**config.mk**
```make
export PLATFORM = sky130hd
export DESIGN_NAME = fb_line_reader
export DESIGN_NICKNAME = d
export VERILOG_FILES = /design/src/rtl/fb_pkg.sv /design/src/rtl/fb_read_pipe.sv /design/src/rtl/fb_line_reader.sv
export SDC_FILE = /design/constraint.sdc
export NUM_CORES = 1
export LEC_CHECK = 0
export ABC_AREA = 1
export CAP_MARGIN = 5
export CORE_MARGIN = 2
export CORE_UTILIZATION = 50
export CTS_CLUSTER_DIAMETER = 150
export CTS_CLUSTER_SIZE = 40
export DETAILED_ROUTE_END_ITERATION = 8
export DONT_BUFFER_PORTS = 1
export SYNTH_ARGS = -nofsm -noshare
export SYNTH_HDL_FRONTEND = slang
export SYNTH_HIERARCHICAL = 1
export SYNTH_SLANG_ARGS = --single-unit
```
**constraint.sdc**
```tcl
create_clock -name clk_sys -period 2.3 [get_ports clk_sys]
set_clock_uncertainty 0.15 [all_clocks]
set_input_delay 0.23 -clock clk_sys [delete_from_list [all_inputs] [get_ports clk_sys]]
set_output_delay 0.23 -clock clk_sys [all_outputs]
set_load 0.1 [all_outputs]
```
**src/rtl/fb_pkg.sv**
```systemverilog
// fb_pkg: shared types and constants for the framebuffer line reader.
// The FSM state encoding and the default read-pipeline latency live here
// so the top and the testbench-facing documentation agree on them.
package fb_pkg;

    // Reader FSM states.
    typedef enum logic [1:0] {
        IDLE,
        WAIT_LINE,
        FETCH,
        DONE
    } fb_rd_state_t;

    // Default framebuffer BRAM read latency in cycles.
    localparam int FB_RD_BRAM_LAT = 1;

    // Cycles from an address being issued to the linebuffer write appearing:
    // the BRAM latency plus the registered linebuffer output stage.
    localparam int FB_RD_PIPE_LAT = FB_RD_BRAM_LAT + 1;

endpackage

```
**src/rtl/fb_read_pipe.sv**
```systemverilog
// fb_read_pipe: shift register that carries the "read issued" valid bit and
// the matching linebuffer index alongside the BRAM read, so that they line
// up with fb_data when it comes back.
module fb_read_pipe #(
    parameter int STAGES = 1,
    parameter int XW     = 9
) (
    input  logic          clk_sys,
    input  logic          rst_sys_n,
    input  logic          in_valid,
    input  logic [XW-1:0] in_x,
    output logic          out_valid,
    output logic [XW-1:0] out_x,
    output logic          any_valid
);

    logic [STAGES-1:0] valid_q;
    logic [XW-1:0]     x_q [0:STAGES-1];

    // Shift valid and index one stage per clock.
    // NOTE: sequential state uses non-blocking assignments so every stage
    // samples its predecessor's pre-edge value; blocking here would collapse
    // the whole chain into a single stage.
    // NOTE: the index stages are reset along with the valid bits so a reset
    // mid-fetch leaves nothing in flight and the outputs start from zero.
    always_ff @(posedge clk_sys or negedge rst_sys_n) begin
        if (!rst_sys_n) begin
            valid_q <= '0;
            for (int i = 0; i < STAGES; i++) begin
                x_q[i] <= '0;
            end
        end else begin
            valid_q[0] <= in_valid;
            x_q[0]     <= in_x;
            for (int i = 1; i < STAGES; i++) begin
                valid_q[i] <= valid_q[i-1];
                x_q[i]     <= x_q[i-1];
            end
        end
    end

    assign out_valid = valid_q[STAGES-1];
    assign out_x     = x_q[STAGES-1];
    assign any_valid = |valid_q;

endmodule

```
**src/rtl/fb_line_reader.sv**
```systemverilog
// fb_line_reader: fetches one framebuffer row per FB_SCALE display lines
// from the bram_sdp read port into linebuffer_simple, with latency matching
// and overrun detection. Single clock domain (clk_sys).
// Optional feature: define FB_LINE_READER_STATS_EN to build the saturating
// overrun event counter on ovr_count; otherwise ovr_count is tied to 0.
module fb_line_reader
    import fb_pkg::*;
#(
    parameter int CORDW     = 16,
    parameter int FB_WIDTH  = 320,
    parameter int FB_HEIGHT = 180,
    parameter int FB_SCALE  = 2,
    parameter int FB_OFFY   = 60,
    parameter int FB_ADDRW  = $clog2(FB_WIDTH*FB_HEIGHT),
    parameter int DATAW     = 8,
    parameter int BRAM_LAT  = FB_RD_BRAM_LAT
) (
    input  logic                        clk_sys,
    input  logic                        rst_sys_n,
    input  logic                        frame,
    input  logic                        line,
    input  logic signed [CORDW-1:0]     sy,
    output logic [FB_ADDRW-1:0]         fb_addr_read,
    input  logic [DATAW-1:0]            fb_data,
    output logic                        lb_we,
    output logic [$clog2(FB_WIDTH)-1:0] lb_x,
    output logic [DATAW-1:0]            lb_data,
    output logic                        busy,
    output logic                        overrun,
    output logic [7:0]                  ovr_count
);

    localparam int LBXW = $clog2(FB_WIDTH);
    localparam int ROWW = $clog2(FB_HEIGHT) + 1;
    localparam int SCW  = 6;
    // Issue register plus BRAM_LAT aligned stages, then the output register.
    localparam int PIPE_LAT = FB_RD_PIPE_LAT - FB_RD_BRAM_LAT + BRAM_LAT;
    localparam int PIPE_STAGES = PIPE_LAT - 1;

    // Display lines on which a line pulse may fetch; the row is shown on sy+1.
    localparam logic signed [CORDW-1:0] WIN_LO = CORDW'(FB_OFFY - 1);
    localparam logic signed [CORDW-1:0] WIN_HI = CORDW'(FB_OFFY + FB_HEIGHT*FB_SCALE - 2);

    fb_rd_state_t state, state_next;

    logic [LBXW-1:0]     cnt_x;
    logic [SCW-1:0]      cnt_scale;
    logic [ROWW-1:0]     row;
    logic [FB_ADDRW-1:0] row_base;

    logic            in_window;
    logic            last_x;
    logic            last_row;
    logic            fetch_issue;
    logic            start_fetch;
    logic            scale_adv;
    logic            line_ovr;

    logic            issue_valid;
    logic [LBXW-1:0] issue_x;
    logic            pipe_valid;
    logic [LBXW-1:0] pipe_x;
    logic            pipe_any;

    assign in_window = line && (sy >= WIN_LO) && (sy <= WIN_HI);
    assign last_x    = (cnt_x == LBXW'(FB_WIDTH - 1));
    assign last_row  = (row == ROWW'(FB_HEIGHT - 1));

    // State register.
    always_ff @(posedge clk_sys or negedge rst_sys_n) begin
        if (!rst_sys_n) begin
            state <= IDLE;
        end else begin
            state <= state_next;
        end
    end

    // Next-state logic; frame restarts the sequence from any state.
    // NOTE: every combinational output gets a default before any branch, so
    // no path leaves it unassigned and no latch is inferred.
    always_comb begin
        state_next = state;
        if (frame) begin
            state_next = WAIT_LINE;
        end else begin
            case (state)
                WAIT_LINE: if (in_window && cnt_scale == '0) state_next = FETCH;
                FETCH:     if (last_x) state_next = last_row ? DONE : WAIT_LINE;
                default:   state_next = state;
            endcase
        end
    end

    // Per-state control strobes for the datapath.
    always_comb begin
        fetch_issue = 1'b0;
        start_fetch = 1'b0;
        scale_adv   = 1'b0;
        line_ovr    = 1'b0;
        if (!frame) begin
            case (state)
                WAIT_LINE: begin
                    scale_adv   = in_window;
                    start_fetch = in_window && (cnt_scale == '0);
                end
                FETCH: begin
                    fetch_issue = 1'b1;
                    scale_adv   = in_window;
                    line_ovr    = line;
                end
                default: ;
            endcase
        end
    end

    // Row, column and scale counters, read address and the sticky overrun flag.
    always_ff @(posedge clk_sys or negedge rst_sys_n) begin
        if (!rst_sys_n) begin
            cnt_x        <= '0;
            cnt_scale    <= '0;
            row          <= '0;
            row_base     <= '0;
            fb_addr_read <= '0;
            overrun      <= 1'b0;
        end else if (frame) begin
            cnt_x        <= '0;
            cnt_scale    <= '0;
            row          <= '0;
            row_base     <= '0;
            fb_addr_read <= '0;
            overrun      <= 1'b0;
        end else begin
            if (scale_adv) begin
                cnt_scale <= (cnt_scale == SCW'(FB_SCALE - 1)) ? '0 : cnt_scale + 1'b1;
            end
            if (start_fetch) begin
                cnt_x <= '0;
            end
            if (fetch_issue) begin
                fb_addr_read <= row_base + FB_ADDRW'(cnt_x);
                if (last_x) begin
                    cnt_x    <= '0;
                    row_base <= row_base + FB_ADDRW'(FB_WIDTH);
                    row      <= row + 1'b1;
                end else begin
                    cnt_x <= cnt_x + 1'b1;
                end
            end
            if (line_ovr) begin
                overrun <= 1'b1;
            end
        end
    end

    // Mark which cycles carry a real read, in step with fb_addr_read.
    always_ff @(posedge clk_sys or negedge rst_sys_n) begin
        if (!rst_sys_n) begin
            issue_valid <= 1'b0;
            issue_x     <= '0;
        end else begin
            issue_valid <= fetch_issue;
            issue_x     <= cnt_x;
        end
    end

    fb_read_pipe #(
        .STAGES (PIPE_STAGES),
        .XW     (LBXW)
    ) u_read_pipe (
        .clk_sys   (clk_sys),
        .rst_sys_n (rst_sys_n),
        .in_valid  (issue_valid),
        .in_x      (issue_x),
        .out_valid (pipe_valid),
        .out_x     (pipe_x),
        .any_valid (pipe_any)
    );

    // Register the returning read data into the linebuffer write port.
    always_ff @(posedge clk_sys or negedge rst_sys_n) begin
        if (!rst_sys_n) begin
            lb_we   <= 1'b0;
            lb_x    <= '0;
            lb_data <= '0;
        end else begin
            lb_we <= pipe_valid;
            if (pipe_valid) begin
                lb_x    <= pipe_x;
                lb_data <= fb_data;
            end
        end
    end

    assign busy = (state == FETCH) || issue_valid || pipe_any;

`ifdef FB_LINE_READER_STATS_EN
    logic [7:0] ovr_count_q;

    // Count overrun events, saturating; frame does not clear it.
    always_ff @(posedge clk_sys or negedge rst_sys_n) begin
        if (!rst_sys_n) begin
            ovr_count_q <= '0;
        end else if (line_ovr && ovr_count_q != 8'hFF) begin
            ovr_count_q <= ovr_count_q + 1'b1;
        end
    end

    assign ovr_count = ovr_count_q;
`else
    assign ovr_count = '0;
`endif

endmodule
```
---- Word level (Yosys, flattened, before mapping) ----
Index checks and enable logic that the tools add are counted.
operators by class
  reduce and logical (&&, ||, !) cells .... 15
  add/sub/neg operators ................... 5
  order comparisons ....................... 2
  mux-type cells .......................... 30
  equal/unequal tests ..................... 7
operators with widths
  cell                     number
  $mux W16                 5
  $mux W9                  7
  $add A9 B1 Y9 const B    2
  $mux W6                  3
  $add A16 B9 Y16          1
  $add A16 B9 Y16 const B  1
  $ge A16 B7 Y1 const B    1
  $le A16 B10 Y1 const B   1
  $mux W1                  10
  $eq A9 B8 Y1 const B     1
  $eq A9 B9 Y1 const B     1
  $mux W2                  4
  $reduce_bool A2 Y1       4
  $add A6 B1 Y6 const B    1
  $eq A6 B1 Y1 const B     1
  $logic_not A6 Y1         1
  $ne A3 B3 Y1 const B     2
  $reduce_bool A3 Y1       2
  $pmux W2 S2              1
  $logic_and A1 B1 Y1      3
  $reduce_and A3 Y1        1
  $eq A2 B1 Y1 const B     1
  $eq A2 B2 Y1 const B     1
  $logic_or A1 B1 Y1       2
  2 further kinds          2
word-level totals
  logic and storage cells ................. 73
  input bits .............................. 28
  output and inout port bits .............. 44
  register bits after elaboration ......... 97

---- Depth between registers and ports, before layout ----
  word-level depth ........................ 9
  depth in mapped cells ................... 11
  mapped depth without buffers ............ 11

---- Cells and area by module ----
Netlist, hierarchy kept.
modules (own cells, without submodules)
  module          cells an instance  area an instance (um2)  instances  sequential area each (um2)
  fb_line_reader  441                3920.0                  1          2026.9
  fb_read_pipe    11                 257.7                   1          250.2

---- Least setup slack after synthesis ----
OpenSTA, ideal clock, no wires.
  path type ............................... register -> output
  from .................................... register state[0]
  to ...................................... output port busy
  slack ................................... 0.477 ns
  data required time ...................... 1.920 ns
  arrival time ............................ 1.443 ns
  path buffers ............................ 0
  cell stages (with the launch flop) ...... 4
  path through ............................ dfrtp_1 > inv_1 > ha_1 > or3_1
between the ends
  cells in the longest elaborated chain, start to end .. 3
RTL lines
  item                             line                   source
  start, declared                  fb_line_reader.sv:44   fb_rd_state_t state, state_next;
  start signal, assigned           fb_line_reader.sv:74   state <= state_next;
  $eq A2 B2 Y1                     fb_line_reader.sv:194  assign busy = (state == FETCH) || issue_valid || pipe_any;
  $logic_or A1 B1 Y1 (2 in a row)  fb_line_reader.sv:194
  end, declared                    fb_line_reader.sv:28   output logic busy,
No other way between the ends.

---- Worst setup path after layout ----
Same ends and word-level chain as after synthesis.

==> summary.md <==
| Metric | Value |
|---|---|
| Status | `finished with violations` |
| Failing checks | `hold timing` |
| Tot Pwr | `0.00404 W` |
| First-pass GRT wire length | `~13 mm` |
| Cell leakage power | `around 2.4 nW` |
| Final net count | `roughly 520` |
| Filler cells | `719` |
| Core ar. | `8180 sq um` |
| Syn avg cell area | `9.24 sq um` |
| FMAX | `0.460 GHz` |
| Async set-reset flop share out of synthesis | `100%` |
| Clock buffer depth | `2` |
| Initial antenna violation count | `0` |
| Final hold violations | `around 90` |
| Hold_ws | `-599 ps` |
| Placed instance area | `roughly 4400 sq um` |
| Crit path time final | `approximately 2200 ps` |
| Total GRT Usage | `a little under a fifth` |
| Residual DRC | `0` |
| Starting DRT DRC Count | `just under 90` |
| Worst skew pair latency | `around 360 ps` |
| PD cells | `just under 900 nW/um^2` |
| Top cells by area, synth | `dfrtp_1 (55%), nand2_1 (9.9%), mux2_2 (4.6%)` |
| Synth Register Bits | `just over 90` |
| CTS tree | `yes` |
| Post-cts sizing count | `0` |
| Launch point of the worst reg-to-reg path | `cnt_x[7]` |
| Max_cap viols | `0` |
| Wire length per cell | `between 10 and 15 um` |
| Post-synth EDFFs | `0` |
| Post-Syn Instances | `452` |
| Area growth syn-to-layout | `11.7%` |
| Worst R2R End | `fb_addr_read[15]` |
| Final Cell Area | `about 4700 sq um` |
| Drt first pass iters | `4` |
| Post-route antenna net violation count | `0` |
| Clock transition at path regs | `about 100 ps` |
| Count leader, synth | `nand2_1` |
| Register area | `2280 sq um` |
| Synth cell count leaders | `nand2_1 (110), dfrtp_1 (91), inv_1 (49)` |
| Die X | `roughly 95 um` |
| Post-synth top flop | `dfrtp_1` |
| Worst setup SP type | `flip-flop` |
| Num Clock Sinks | `91` |
| Synth Warn # | `6` |
| Setup CP Type | `reg2out` |
| Post-CTS Hold Fix Bufs | `10` |
| HP Class | `in2async` |
| R2R setup slack | `390 ps` |
| Total number of vias | `between 3000 and 4000` |
| Post-Syn Area | `4180 sq um` |
| RSZ-0062 raised after global routing | `no` |
| Largest net degree at the start of global routing | `92` |
| CP required | `1920 ps` |
| Dpl hpwl | `5.34 mm` |
| WL final | `between 7 and 8 mm` |
| Leading area contributor after synthesis | `dfrtp_1` |
| Setup_tns | `0 ps` |
| Worst Setup SP | `state[0]` |
| Setup Viol. Count Final | `0` |
| Die area | `about 9100 sq um` |
| I/O Buffers | `0` |
| Worst Reg-to-Reg Cells | `11` |
| FP Rows | `33` |
| Actual slew at the worst max-slew pin | `slightly above 900 ps` |
| # Post-CTS Setup Buffers | `0` |
| Max H-tree Level | `3` |
| Post-synth top area share | `a little over half` |
| Period utilization | `roughly 95%` |
| Max IR drop VDD | `338 uV` |
| Overall die height | `95.4 um` |
| GRT overflow | `0` |
| CP Max Fanout | `6` |
| Final Max Slew Viols | `0` |
| Root Buffer | `clkbuf_8` |
| Multi-input logic area | `roughly 1600 sq um` |
| CP Capture Type | `output pin` |
| # diodes | `0` |
| Share of layout cells above drive strength 1 | `~14%` |
| Util after Layout | `between 50 and 60%` |
| Synth unique cells | `35` |
| Total I/O pin count | `72` |
| Via density per instance | `between 5 and 6` |
| Slew headroom | `between 30% and 40%` |
| Num CTS Buffers | `9` |
| Routability-driven placement congestion ratio | `0.849` |
| Initial Util | `about half` |
| Arrival time at the worst endpoint | `approximately 1800 ps` |
| Sequential element share of the synthesized area | `54.5%` |
| Vias in the first global route | `roughly 3000` |
## logic make-up after synthesis
group                    synth area share, %
adder cells (fa/ha/maj)                 3.29
AO/OA/AOI/OAI                           6.98
multiplexers                            4.58
flip-flops                              54.5
buffers and inverters                   7.52
XOR/XNOR                               0.838
other                                 0.0898
AND/OR/NAND/NOR                         22.2
## metal layers
layer | vias up | wire length, um | track usage [%]
met3 | 13 | 346 | 3.64
met4 | 0 | 145 | 8.45
met1 | 1422 | 3760 | 25.5
met2 | 60 | 3390 | 28.9
li1 | 1511 | - | -
met5 | - | 0 | 0
## report_power, final
part	leakage (nW)	switching [W]	internal (W)
clock	0.0942	0.000603	0.000419
combinational	1.03	0.000399	0.000188
sequential	1.25	0.000710	0.00172
## critical path, stage by stage (launching register included)
cell	delay, ps
dfrtp_1	380
inv_1	50
ha_1	300
or3_1	450
buf_4	260
## state kept, by name, indices dropped and copies added (netlist names)
register / flops
cnt_scale: 6
cnt_x: 9
fb_addr_read: 16
issue_valid: 1
issue_x: 9
lb_data: 8
lb_we: 1
lb_x: 9
overrun: 1
row: 9
row_base: 10
state: 2
u_read_pipe/any_valid: 1
u_read_pipe/out_x: 9
## worst max path at each step
| stage | end | slack [ps] | cells past startpoint |
|---|---|---|---|
| global route | busy | 60 | 4 |
| CTS | busy | 110 | 4 |
| global placement | fb_addr_read[15] | 450 | 11 |
| detailed placement | fb_addr_read[15] | 390 | 11 |
| floorplan | busy | 480 | 3 |
| finish | busy | 120 | 4 |
## metrics by stage
step	setup WS, ps	std cells
floorplan	477	459
global placement	452	569
detailed placement	393	569
CTS	109	595
global route	56.3	595
finish	125	595
## placed cells by master (no fill, tap or decap), drive strengths merged, types with 2 or more instances in the layout
master	count
a21oi	12
a22o	4
and3	2
buf	22
clkbuf	10
conb	8
dfrtp	91
dlygate4sd3	10
ha	11
inv	58
mux2	17
nand2	112
nand3	27
nand4	10
nor2	40
nor3	11
o21a	2
o21ai	30
or2	3
xor2	4
## cell type report
| class | instances | share of cell area [%] |
|---|---|---|
| clock buffer | 10 | 2.73 |
| multi-input combinational | 298 | 34.5 |
| tap | 105 | 2.81 |
| timing repair buffer | 32 | 5.68 |
| clock inverter | 6 | 1.18 |
| sequential | 91 | 48.8 |
| inverter | 53 | 4.26 |
(Power assumes the default switching activity.)
